==> src/rtl/byte_word_pkg.sv <==
// rtl/byte_word_pkg.sv - shared widths and FIFO entry type for the byte-to-word packer
// Purpose: lane/byte/word widths and the packed word entry carried through the word FIFO.
// Ports: none (package).
package byte_word_pkg;

   localparam int BYTE_W = 8;
   localparam int LANES  = 4;
   localparam int WORD_W = 32;

   typedef struct packed {
      logic [WORD_W-1:0] data;
      logic [LANES-1:0]  keep;
      logic              last;
   } word_entry_t;

endpackage

==> src/rtl/word_fifo.sv <==
// rtl/word_fifo.sv - synchronous first-word-fallthrough FIFO of packed word entries
// Purpose: buffers completed words; head shows the oldest entry straight from storage.
// Ports:
//   clk, rst          clock, synchronous active-high reset (empties the FIFO)
//   push, wr_entry    write request and entry (caller never pushes when full without a pop)
//   pop               remove head (caller only pops when not empty)
//   full, empty       occupancy flags
//   head              oldest entry, valid while !empty
module word_fifo
   import byte_word_pkg::*;
#(
   parameter int DEPTH = 4
) (
   input  logic        clk,
   input  logic        rst,
   input  logic        push,
   input  word_entry_t wr_entry,
   input  logic        pop,
   output logic        full,
   output logic        empty,
   output word_entry_t head
);

   localparam int AW = $clog2(DEPTH);

   word_entry_t   mem [DEPTH];
   // One extra pointer bit separates the full and empty cases when the indices match.
   logic [AW:0]   wr_ptr;
   logic [AW:0]   rd_ptr;

   always_ff @(posedge clk) begin
      if (rst) begin
         wr_ptr <= '0;
         rd_ptr <= '0;
      end else begin
         if (push) wr_ptr <= wr_ptr + (AW+1)'(1);
         if (pop)  rd_ptr <= rd_ptr + (AW+1)'(1);
      end
   end

   // When full, push and pop may share a slot: the head is read before the edge overwrites it.
   always_ff @(posedge clk) begin
      if (push) mem[wr_ptr[AW-1:0]] <= wr_entry;
   end

   assign empty = (wr_ptr == rd_ptr);
   assign full  = (wr_ptr[AW] != rd_ptr[AW]) && (wr_ptr[AW-1:0] == rd_ptr[AW-1:0]);
   assign head  = mem[rd_ptr[AW-1:0]];

endmodule

==> src/rtl/byte_word_packer.sv <==
// rtl/byte_word_packer.sv - packs a byte stream little-endian into 32-bit words with keep/last
// Purpose: assembles bytes into words, queues them, drops and counts words that find the FIFO full.
// Ports:
//   clk, rst                       clock, synchronous active-high reset
//   din, din_en, din_last          byte stream input, no backpressure
//   dout, dout_keep, dout_last     head word, zero while the FIFO is empty
//   dout_valid, dout_ready         output handshake
//   ovf, drop_cnt                  sticky drop flag and saturating drop counter
module byte_word_packer
   import byte_word_pkg::*;
#(
   parameter int FIFO_DEPTH = 4,
   parameter int DROP_W     = 16
) (
   input  logic              clk,
   input  logic              rst,
   input  logic [7:0]        din,
   input  logic              din_en,
   input  logic              din_last,
   output logic [31:0]       dout,
   output logic [3:0]        dout_keep,
   output logic              dout_last,
   output logic              dout_valid,
   input  logic              dout_ready,
   output logic              ovf,
   output logic [DROP_W-1:0] drop_cnt
);

   logic [WORD_W-1:0] asm_data;
   logic [LANES-1:0]  asm_keep;
   logic [1:0]        lane;

   logic [WORD_W-1:0] next_data;
   logic [LANES-1:0]  next_keep;
   logic              close;
   logic              pop;
   logic              push;
   logic              drop;
   logic              full;
   logic              empty;
   word_entry_t       head;
   word_entry_t       wr_entry;

   always_comb begin
      next_data = asm_data;
      next_data[lane*BYTE_W +: BYTE_W] = din;
      next_keep = asm_keep | (4'b0001 << lane);
   end

   assign close    = din_en && ((lane == 2'd3) || din_last);
   assign pop      = !empty && dout_ready;
   // A pop in the same cycle frees the slot, so a full FIFO can still take the word.
   assign push     = close && (!full || pop);
   assign drop     = close && full && !pop;
   assign wr_entry = '{data: next_data, keep: next_keep, last: din_last};

   always_ff @(posedge clk) begin
      if (rst) begin
         asm_data <= '0;
         asm_keep <= '0;
         lane     <= '0;
         ovf      <= 1'b0;
         drop_cnt <= '0;
      end else begin
         if (din_en) begin
            if (close) begin
               asm_data <= '0;
               asm_keep <= '0;
               lane     <= '0;
            end else begin
               asm_data <= next_data;
               asm_keep <= next_keep;
               lane     <= lane + 2'd1;
            end
         end
         if (drop) begin
            ovf <= 1'b1;
            if (drop_cnt != '1) drop_cnt <= drop_cnt + DROP_W'(1);
         end
      end
   end

   word_fifo #(.DEPTH(FIFO_DEPTH)) u_fifo (
      .clk      (clk),
      .rst      (rst),
      .push     (push),
      .wr_entry (wr_entry),
      .pop      (pop),
      .full     (full),
      .empty    (empty),
      .head     (head)
   );

   // Storage is not reset, so the head is masked until something has been written.
   assign dout_valid = !empty;
   assign dout       = empty ? '0 : head.data;
   assign dout_keep  = empty ? '0 : head.keep;
   assign dout_last  = empty ? 1'b0 : head.last;

endmodule

==> config.mk <==
export PLATFORM = sky130hd
export DESIGN_NAME = byte_word_packer
export DESIGN_NICKNAME = d
export VERILOG_FILES = /design/src/rtl/byte_word_pkg.sv /design/src/rtl/word_fifo.sv /design/src/rtl/byte_word_packer.sv
export SDC_FILE = /design/constraint.sdc
export NUM_CORES = 1
export LEC_CHECK = 0
export ABC_AREA = 1
export BUFFER_PORTS_ARGS = -buffer_cell sky130_fd_sc_hd__buf_4
export CORE_MARGIN = 3
export CORE_UTILIZATION = 52
export DETAILED_ROUTE_END_ITERATION = 7
export HOLD_SLACK_MARGIN = 0.06
export PLACE_DENSITY_LB_ADDON = 0.08
export SLEW_MARGIN = 10
export SYNTH_ARGS = -nofsm -noshare
export SYNTH_HDL_FRONTEND = slang
export SYNTH_SLANG_ARGS = --single-unit
==> constraint.sdc <==
create_clock -name clk -period 4.89 [get_ports clk]
set_input_delay 1.467 -clock clk [delete_from_list [all_inputs] [get_ports clk]]
set_output_delay 1.467 -clock clk [all_outputs]
set_load 0.02 [all_outputs]
# Yosys cells after proc, flatten, opt, wreduce, memory -nomap -nowiden
# Memories as Yosys holds them, arrays and structs flattened. A register that Yosys moved wholly into a read port is not among the register bits.
# Cells that the tools add are included.
[totals]
ff_bits = 61
ramBits = 148
out_inout_bits = 55
wordCells = 45
mem_count = 1
[memory_table]
columns = ["name", "depth", "width", "read_ports", "rd_ports_with_merged_regs", "write_ports", "line_no", "source"]
rows = [
  ["u_fifo.mem", 4, 37, 1, 1, 1, "word_fifo.sv:26", "word_entry_t mem [DEPTH];"],
]
[classes]
add_sub_neg = 5
n_eq_ne = 5
shift = 3
muxes = 11
n_bitwise = 1
reduce_logical = 12
[op_table]
columns = ["operator", "n"]
rows = [
  ["$mux W32", 2],
  ["$neg A5 Y34", 1],
  ["$shift A8 B34 Y32 const A", 1],
  ["$shiftx A8 B34 Y32", 1],
  ["$bwmux W32", 1],
  ["$add A16 B1 Y16 const B", 1],
  ["$ne A16 B16 Y1 const B", 1],
  ["$mux W4", 2],
  ["$add A3 B1 Y3 const B", 2],
  ["$logic_and A1 B1 Y1", 6],
  ["$mux W2", 3],
  ["$or A4 B4 Y4", 1],
  ["$shl A1 B2 Y4 const A", 1],
  ["$eq A3 B3 Y1", 1],
  ["$logic_not A1 Y1", 3],
  ["$mux W1", 3],
  ["$add A2 B1 Y2 const B", 1],
  ["$eq A2 B2 Y1", 1],
  ["$eq A2 B2 Y1 const B", 1],
  ["$logic_or A1 B1 Y1", 2],
  ["$reduce_and A2 Y1", 1],
  ["$ne A1 B1 Y1", 1],
]

# Depth between registers and ports, before layout
# Gate-level depths: netlist (run 1).
[logic_depth]
depth_word = 7
mapped_depth = 10
depth_no_buf = 10

# Cells and area by module
# Synthesis (run 1) repeated with hierarchy kept, for this count alone.
[hier_totals]
hier_cells = 1000
area_unflattened_um2 = 9417.8
[by_module_without_submodules]
columns = ["module", "instances", "cells_per_inst", "area_each_um2"]
rows = [
  ["word_fifo", 1, 484, 6204.7],
  ["byte_word_packer", 1, 516, 3213.1],
]

# Least setup slack after synthesis (run 1)
# No wires, ideal clock.
[synth_timing]
path_type = "input-to-reg"
from = "input port din_en"
to = "memory u_fifo.mem[0][0] (netlist name) (enable)"
t_arrival_ps = 3361
required_time_ps = 4459
slack_ps = 1097
stages = 4
n_path_buf = 0
path_cell_list = "o21ai_1 > inv_2 > nand2_1 > nor2_1"
[synth_via]
elab_chain_len = 4
[synth_rtl]
columns = ["item", "line_no", "source"]
rows = [
  ["from (decl)", "byte_word_packer.sv:18", "input logic din_en,"],
  ["$logic_and A1 B1 Y1", "byte_word_packer.sv:50", "assign close = din_en && ((lane == 2'd3) || din_last);"],
  ["$logic_and A1 B1 Y1", "byte_word_packer.sv:53", "assign push = close && (!full || pop);"],
  ["$mux W1", "word_fifo.sv:43", "if (push) mem[wr_ptr[AW-1:0]] <= wr_entry;"],
  ["$mux W1 (not written as such)", "word_fifo.sv:43", ""],
  ["to (decl)", "word_fifo.sv:26", ""],
]
# Every way passes these cells.

==> results of run 1 <==
## cell usage after synthesis (2+ instances only)
| cell | n |
|---|---|
| o22ai_1 | 16 |
| ha_1 | 14 |
| o21ai_1 | 8 |
| nand3_1 | 26 |
| nor2_2 | 12 |
| nand4_1 | 6 |
| inv_1 | 84 |
| inv_2 | 8 |
| or2_2 | 4 |
| nand2_1 | 184 |
| dfxtp_1 | 63 |
| a21oi_1 | 55 |
| edfxtp_1 | 148 |
| nor3_1 | 2 |
| buf_4 | 4 |
| buf_2 | 15 |
| o21ai_0 | 50 |
| nor2_4 | 3 |
| o32ai_1 | 37 |
| xor2_1 | 2 |
| clkbuf_2 | 2 |
| nor2_1 | 150 |
| clkbuf_1 | 23 |
## power by group through the flow
stage	Sequential [mW]	Clock, mW	Combinational [mW]
2_1_floorplan	2.00	0	0.449
3_3_place_gp	2.01	0	0.679
3_5_place_dp	2.02	0	0.684
4_1_cts	1.98	1.75	0.684
5_1_grt	1.98	1.82	0.744
6_report	1.98	1.71	0.675
## path summary, 6_finish.rpt
path / start / endpoint / slack, ns / cells after the start
max: flop / dout[21] / 1.09 / 7
min: asm_keep[3]$_SDFFE_PP0P_ / asm_keep[3]$_SDFFE_PP0P_ / 0.43 / 2
max reg2reg: lane[0]$_SDFFE_PP0P_ / u_fifo.mem[2][25]$_DFFE_PP_ / 1.86 / 6
min reg2reg: asm_keep[3]$_SDFFE_PP0P_ / asm_keep[3]$_SDFFE_PP0P_ / 0.43 / 2
## cell families after synthesis
kind of cell	share of synthesized area (%)
compound gates	11.1
xor+xnor	0.193
fa+ha+maj	1.93
buf+inv	6.37
flops	62.8
simple gates	17.6
## worst min-delay path: stages, from the launching register on
cell	delay, ns
dfxtp_1	0.31
inv_1	0.05
nor2_1	0.03
## cell type report
type	instances	area, um^2	share of cell area, %
multi-input combinational	574	2830	26.9
tap	220	275	2.62
sequential	211	5710	54.3
inverter	93	349	3.32
timing repair buffer	80	601	5.71
clock inverter	8	114	1.08
clock buffer	32	639	6.08
## metal layers
| layer | share of wire (%) | GRT usage (%) |
|---|---|---|
| met2 | 47 | 31.7 |
| met1 | 46 | 28.5 |
| met5 | 0 | 0 |
| met4 | 2.3 | 6.19 |
| met3 | 4.8 | 2.56 |
## flip-flops by register name, summed over array words and instances (netlist names), named ones only
name,flops
asm_data,32
asm_keep,4
drop_cnt,16
lane,2
ovf,1
u_fifo.mem,148
u_fifo.rd_ptr,3
u_fifo.wr_ptr,3
## through the flow
| stage | instance area, um^2 | std cells | hold slack (ns) | power (mW) |
|---|---|---|---|---|
| floorplan | 9080 | 924 | 0.404 | 2.45 |
| global placement | 9760 | 1178 | 0.411 | 2.69 |
| detailed placement | 9760 | 1178 | 0.416 | 2.70 |
| CTS | 10500 | 1218 | 0.425 | 4.41 |
| global route | 10500 | 1218 | 0.446 | 4.54 |
| finish | 10500 | 1218 | 0.426 | 4.37 |
==> impl_results.md, run 1 <==
- Final Critical Period: 3.80 ns
- Vias in the first global route: 5,857
- Peak per-stage delay on the critical path: 0.59 ns
- CTS root buf: clkbuf_16
- RSZ-0062 raised after global routing: false
- Post-layout util: 62.5%
- # Max-Cap Violations: 0
- TritonCTS clock tree: built
- Clock tree buffer depth: 3
- Psw: 1.12 mW
- Most common cell on crit path: buf_4
- Highest clock rate: 263 MHz
- Vias: 6,454
- First-pass detailed-route iteration total: 6
- Crit path buf inv count: 4
- Sequential area share after synthesis: 62.8%
- Setup TNS: 0 ns
- CTS Hold Bufs: 0
- Number of flops mapped to enable cells by yosys: 148
- Largest net degree at the start of global routing: 75
- Cell family with most CP delay: buffers and inverters
- Comb power frac: 15.5%
- CP Data Arrival Time: 2.34 ns
- P&R area growth vs syn: 15.8%
- Ant diodes: 0
- Fraction of registers with async set/reset: 0%
- Die Y: 138 um
- Sw frac: 25.6%
- DR WL/cell: 16.0 um
- Mapped cell area: 9080 um^2
- Sequence of cells on the critical path: inv_2 > buf_4 > nor2_1 > o32ai_1 > nand2_1 > inv_1 > buf_4
- Worst-path clk slew: 0.06 ns
- Starting Density: 54.0%
- First-pass GRT wire length: 31.3 mm
- Final period util: 77.8%
- Synth top area share: 49.0%
- Net count, final: 1,009
- Remaining Overflow, GRT: 0
- Final WL: 19.5 mm
- Post-CTS setup buffer count: 0
- H-tree depth: 1
- Netlist cell types: 31
- Post-route ant nets: 0
- Leak: 3.99 nW
- Internal Power: 3.25 mW
- TritonCTS buffer count: 22
- Clock power share: 39.3%
- Clock sinks: 211
- Most common cell after layout, fill and taps aside: nand2_1
- Routability congestion estimate from global placement: 0.799
- Final setup violating endpoints: 0
- Port Buffers: 67
- Syn avg cell area: 9.83 um^2
- Max transition margin: 43.5%
- Cell at the slowest stage of the critical path: inv_2
- Mapped Cells: 924
- Detailed placer's ending HPWL: 12.4 mm
- PD cells: 415 nW/um^2
- Initial antenna violation count: 0
- Maximum VDD drop: 0.293 mV
- Largest area contributor in the netlist: edfxtp_1
- CP max FO: 44
- Row count: 47
- CP required: 3.42 ns
- CP Capture Type: output port
- Largest cells by area after synthesis: edfxtp_1 (49%), dfxtp_1 (14%), nand2_1 (7.6%)
- Sequential power share: 45.3%
- Final Max Tran Viols: 0
- Remaining DRCs: 0
- Filler cell count: 1,436
- Worst clock skew: 0.00985 ns
- Vias per inst: 5.30
- Most frequent cells in the layout: nand2_1 (184), edfxtp_1 (148), nor2_1 (146), inv_1 (84), buf_4 (80)
- Dpl ws: 1.36 ns
- Clk_lat worst skew: 0.49 ns
- Synth Flop Type: edfxtp_1
- Post-CTS sizing: 0
- GRT Util Overall: 19.8%
- Layout cells sized above 1: 15.0%
- Seq cells post-synth: 211
- Warnings from Yosys: 0
- CORE AREA: 16,800 um^2
- Startpoint Class: flop
- Final WS setup: 1.09 ns
- Syn Nets: 951
- Die area: 19,100 um^2
- Measured slew at the worst slew-check pin: 0.846 ns
- Final Hold Fails: 0
- Setup CP Type: reg -> out
- Die W: 138 um
- IO Pins: 68
- DR iter-0 viols: 472
- Hold Path Class: reg -> reg
- Status: finished clean
No activity file was read; power rests on OpenSTA's default activity.
==> run 2: changes to the inputs <==
- clock period: 4.89 -> 3.2 ns (I/O delays scaled with it)
==> run 2 against run 1 <==
Compared with the run above: worst setup slack worse by 0.88 ns; cell area is 1.4% higher; clock skew is 0.0029 ns lower; first-iteration DRC count is 3.8% lower; critical endpoint is now dout[12].
==> impl_results.md, run 2 (synthesis results as in run 1) <==
- Power, Total: 6.80 mW (+56%)
- TritonCTS clock tree: built
- DR WL/cell: 15.9 um (-1.1%)
- Placed Instances: 1,180 (+0.17%)
- CTS root buf: clkbuf_16
- Starting Density: 54.0% (unchanged)
- Clock sinks: 211 (unchanged)
- Crit path buf inv count: 4 (unchanged)
- Most common cell after layout, fill and taps aside: nand2_1
- Cell family with most CP delay: buffers and inverters
- Initial antenna violation count: 0 (unchanged)
- Dpl cell area: 9880 um^2 (+1.2%)
- Setup CP Type: reg -> out
- Die Y: 138 um (unchanged)
- Filler cell count: 1,423 (-0.91%)
- # Max-Cap Violations: 0 (unchanged)
- CORE AREA: 16,800 um^2 (unchanged)
- Final period util: 93.6%
- Post-CTS sizing: 0 (unchanged)
- Hold Path Class: reg -> reg
- CP Capture Type: output port
- Clk_lat worst skew: 0.49 ns (about the same)
- Measured slew at the worst slew-check pin: 0.743 ns (-0.103 ns)
- Highest clock rate: 334 MHz
- Sequence of cells on the critical path: inv_2 > buf_12 > nor2_1 > o32ai_1 > nand2_1 > inv_1 > buf_4
- CTS Hold Bufs: 0 (unchanged)
- Min-delay src: asm_keep[3]$_SDFFE_PP0P_
- IO Pins: 68 (unchanged)
- CP Depth: 7 (unchanged)
- PD cells: 637 nW/um^2 (+53%)
- RSZ-0062 raised after global routing: false
- H-tree depth: 1 (unchanged)
- Most frequent cells in the layout: nand2_1 (184), edfxtp_1 (148), nor2_1 (146), inv_1 (84), buf_4 (74)
- Multi-input gate area: 2830 um^2 (unchanged)
- Post-CTS setup buffer count: 0 (unchanged)
- Port Buffers: 67 (unchanged)
- TritonCTS buffer count: 22 (unchanged)
- Layout cells sized above 1: 15.2% (+0.17 points)
- Vias per inst: 5.34 (+0.78%)
- Dpl ws: 0.632 ns (-0.731 ns)
- First-pass detailed-route iteration total: 5 (-1)
- Worst clock skew: 0.00696 ns (-0.00289 ns)
- Largest net degree at the start of global routing: 75 (unchanged)
- Max reg flops: 148 (unchanged)
- DR iter-0 viols: 454 (-3.8%)
- Leak: 4.03 nW (+1.2%)
- Remaining Overflow, GRT: 0 (unchanged)
- Max transition margin: 50.4% (+6.9 points)
- Final Max Tran Viols: 0 (unchanged)
- Vias: 6,515 (+0.95%)
- Peak per-stage delay on the critical path: 0.34 ns (-0.25 ns)
- GRT Util Overall: 20.2% (+0.39 points)
- Net count, final: 1,011 (+0.20%)
- CP Data Arrival Time: 2.03 ns (-0.31 ns)
- Final Hold Fails: 0 (unchanged)
- Post-route ant nets: 0 (unchanged)
- Fin area: 10,700 um^2 (+1.4%)
- Startpoint Class: flop
- Die W: 138 um (unchanged)
- Worst reg-to-reg path cell count: 7 (+1)
- Die area: 19,100 um^2 (unchanged)
- Final Critical Period: 2.99 ns
- Final WS setup: 0.205 ns (-0.880 ns)
- Row count: 47 (unchanged)
- Final WL: 19.4 mm (-0.90%)
- Routability congestion estimate from global placement: 0.791 (-0.95%)
- Vias in the first global route: 6,248 (+6.7%)
- CP required: 2.24 ns (-1.18 ns)
- Hold path depth: 2 (unchanged)
- Sequential standard cell area: 5710 um^2 (about the same)
- P&R area growth vs syn: 17.5%
- Worst-path clk slew: 0.06 ns (about the same)
- Status: finished clean
- CP max FO: 44 (unchanged)
- Detailed placer's ending HPWL: 12.0 mm (-2.9%)
- Maximum VDD drop: 0.466 mV (+59%)
- Cell at the slowest stage of the critical path: dfxtp_2
- Final cell count without fillers: 1,220 (+0.16%)
- First-pass GRT wire length: 32.1 mm (+2.7%)
- Clock tree buffer depth: 3 (unchanged)
- Final setup violating endpoints: 0 (unchanged)
- Ant diodes: 0 (unchanged)
- Worst flop-to-flop path startpoint: lane[0]$_SDFFE_PP0P_
- Remaining DRCs: 0 (unchanged)
[run 2: changes by cell type in the layout (fill, tap and decap cells not counted), sizes merged]
cell    delta
clkbuf     +2
buf        +2
clkinv     -3
bufinv     +1
[run 2: path summary, 6_finish.rpt]
path | slack [ns] | endpoint
hold / removal | 0.42 | asm_keep[3]$_SDFFE_PP0P_
setup / recovery | 0.21 | dout[12]
setup reg to reg | 0.67 | asm_data[1]$_SDFFE_PP0P_
hold reg to reg | 0.42 | asm_keep[3]$_SDFFE_PP0P_
[run 2: power by group]
group          total [mW]  internal [mW]  switching (mW)
Combinational        1.06          0.385           0.674
Sequential           3.02           2.98          0.0441
Clock                2.72           1.73           0.984
[run 2: area by class of cell]
class	count	share of cell area (%)
Tap cell	220	2.58
Sequential cell	211	53.5
Inverter	93	3.27
Clock buffer	34	6.16
Multi-Input combinational cell	574	26.5
Timing Repair Buffer	82	6.71
Clock inverter	6	1.22
[run 2: worst register-to-register path: stages, from the launching register on]
cell and delay, ns:
dfxtp_1 0.64, inv_1 0.22, ha_1 0.38, inv_1 0.10, nand4_1 0.24, o21ai_0 0.61, nand2_1 0.11, a21oi_1 0.14
[run 2: through the flow]
stage	setup TNS, ns	hold slack [ns]	util [%]
finish	0	0.423	63.4
global route	0	0.445	63.4
CTS	0	0.426	63.4
detailed placement	0	0.417	58.7
global placement	0	0.413	58.7
floorplan	-12.69	0.404	-
[run 2: routing by layer]
layer / routed length, um / share of wire [%] / GRT usage [%]
met4: 354 / 1.8 / 4.63
met5: 0 / 0 / 0
met2: 9400 / 49 / 34.0
met1: 8780 / 45 / 28.1
met3: 827 / 4.3 / 2.80
==> run 3: changes to the inputs <==
- BUFFER_PORTS_ARGS: -buffer_cell sky130_fd_sc_hd__buf_4 -> -buffer_cell sky130_fd_sc_hd__buf_2
==> run 3 against run 2 <==
Compared with the run above: clock power fell by 11%; routed wire length fell by 0.60%; maximum frequency rose by 0.20%; cell area fell by 2.4%; power fell by 5.7%; cell count did not move; via count fell by 1.2%; die area did not move; largest power group unchanged; highest routed layer unchanged.
==> impl_results.md, run 3 (synthesis results as in run 1) <==
- Internal Power: 4.75 mW (-6.9%)
- TritonCTS buffer count: 21 (-4.5%)
- Startpoint Class: flop
- Final Max Tran Viols: 0 (unchanged)
- Psw: 1.67 mW (-2.0%)
- CP max FO: 58 (+32%)
- Die W: 138 um (unchanged)
- Sw frac: 26.0% (+0.96 points)
- P&R area growth vs syn: 14.7%
- Clock power share: 37.7% (-2.3 points)
- Clk_lat worst skew: 0.49 ns (about the same)
- Status: finished clean
- GRT met2 Usage: 32.3% (-1.8 points)
- Starting Density: 54.0% (unchanged)
- Final period util: 93.4% (-0.18 points)
- Power, Total: 6.41 mW (-5.7%)
- Grt peak-use layer: met2
- Most frequent cells in the layout: nand2_1 (184), edfxtp_1 (148), nor2_1 (146), inv_1 (84), buf_2 (67)
- Ant diodes: 0 (unchanged)
- Sequential power share: 47.3% (+2.8 points)
- H-tree depth: 1 (unchanged)
- Hold Path Class: reg -> reg
- Remaining Overflow, GRT: 0 (unchanged)
- Final Critical Period: 2.99 ns (-0.00586 ns)
- Maximum VDD drop: 0.496 mV (+6.4%)
- PD cells: 616 nW/um^2 (-3.4%)
- Flop2flop setup slack: 0.54 ns (-0.13 ns)
- # Max-Cap Violations: 0 (unchanged)
- Remaining DRCs: 0 (unchanged)
- First-pass detailed-route iteration total: 5 (unchanged)
- Final setup violating endpoints: 0 (unchanged)
- Final Hold Fails: 0 (unchanged)
- Initial antenna violation count: 0 (unchanged)
- Post-CTS setup buffer count: 0 (unchanged)
- Max reg flops: 148 (unchanged)
- Layout cells sized above 1: 15.1% (-0.10 points)
- Detailed placer's ending HPWL: 12.2 mm (+1.4%)
- RSZ-0062 raised after global routing: false
- Measured slew at the worst slew-check pin: 0.637 ns (-0.106 ns)
- CTS root buf: clkbuf_16
- Vias: 6,436 (-1.2%)
- TritonCTS clock tree: built
- Port Buffers: 67 (unchanged)
- Most common cell after layout, fill and taps aside: nand2_1
- CTS Hold Bufs: 0 (unchanged)
- Row count: 47 (unchanged)
- Highest clock rate: 335 MHz (+0.20%)
- First-pass GRT wire length: 31.0 mm (-3.4%)
- Final WL: 19.2 mm (-0.60%)
- CP required: 2.24 ns (about the same)
- Vias per inst: 5.28 (-1.2%)
- GR Layer Usage met3: 2.62% (-0.17 points)
- Max transition margin: 57.1% (+6.7 points)
- Post-layout util: 61.9% (-1.5 points)
- Filler cell count: 1,414 (-0.63%)
- Post-route ant nets: 0 (unchanged)
- CP Data Arrival Time: 2.03 ns (about the same)
- IO Pins: 68 (unchanged)
- GRT Util Overall: 19.6% (-0.60 points)
- Met1 usage: 28.0% (-0.15 points)
- Setup TNS: 0 ns (unchanged)
- Largest net degree at the start of global routing: 59 (-21%)
- Leak: 3.98 nW (-1.4%)
- CORE AREA: 16,800 um^2 (unchanged)
- Vias in the first global route: 5,910 (-5.4%)
- Setup CP Type: reg -> out
- Die Y: 138 um (unchanged)
- DR WL/cell: 15.8 um (-0.60%)
- Clock sinks: 211 (unchanged)
- Worst-path clk slew: 0.06 ns (about the same)
- Net count, final: 1,013 (+0.20%)
- DR iter-0 viols: 492 (+8.4%)
- CP Capture Type: output port
- Clock tree buffer depth: 3 (unchanged)
- Comb power frac: 15.0% (-0.6 points)
- Die area: 19,100 um^2 (unchanged)
- Routability congestion estimate from global placement: 0.835 (+5.6%)
- Min Hold Slack: 0.423 ns (+0.000402 ns)
- Worst clock skew: 0.00740 ns (+0.000438 ns)
- Post-CTS sizing: 0 (unchanged)
==> run 3: power by group through the flow <==
stage	sequential (mW)	clock [mW]	combinational, mW
floorplan	3.05	0	0.686
global placement	3.09	0	0.970
global route	3.04	2.59	1.08
detailed placement	3.09	0	0.975
CTS	3.03	2.48	0.980
finish	3.03	2.42	0.964
==> run 3: final timing paths <==
kind                             from                        to  cells after the start
max                              flop              dout_keep[2]                      6
min          asm_keep[3]$_SDFFE_PP0P_  asm_keep[3]$_SDFFE_PP0P_                      2
max reg2reg      lane[0]$_SDFFE_PP0P_  asm_data[9]$_SDFFE_PP0P_                      7
min reg2reg  asm_keep[3]$_SDFFE_PP0P_  asm_keep[3]$_SDFFE_PP0P_                      2
==> run 3: cell type report <==
cell class              count  area [um^2]  area share, %
multi-input cells         574         2830           27.2
inverters                  93          349           3.35
clock buffers              30          599           5.76
flip-flops and latches    211         5710           54.9
repair buffers             85          566           5.43
well taps                 220          275           2.64
clock inverters             7         81.3          0.781
==> run 3: critical path, stage by stage (launching register included) <==
cell     delay (ns)
dfxtp_4        0.47
buf_12         0.27
nor2_1         0.07
o32ai_1        0.39
nand2_1        0.09
inv_1          0.06
buf_2          0.15
==> run 3: through the flow <==
step | setup WS [ns] | area [um^2] | cells
after floorplan | -0.0857 | 9080 | 924
after global placement | 0.585 | 9720 | 1183
after detailed placement | 0.541 | 9720 | 1183
after CTS | 0.0587 | 10400 | 1220
after global routing | 0.0260 | 10400 | 1220
final | 0.211 | 10400 | 1220
==> run 3: per-layer routing <==
| metal | share of wire, % | vias to the layer above |
|---|---|---|
| met5 | 0 | - |
| met4 | 1.9 | 0 |
| met3 | 4.3 | 27 |
| met2 | 48 | 135 |
| met1 | 46 | 3024 |
| li1 | - | 3250 |
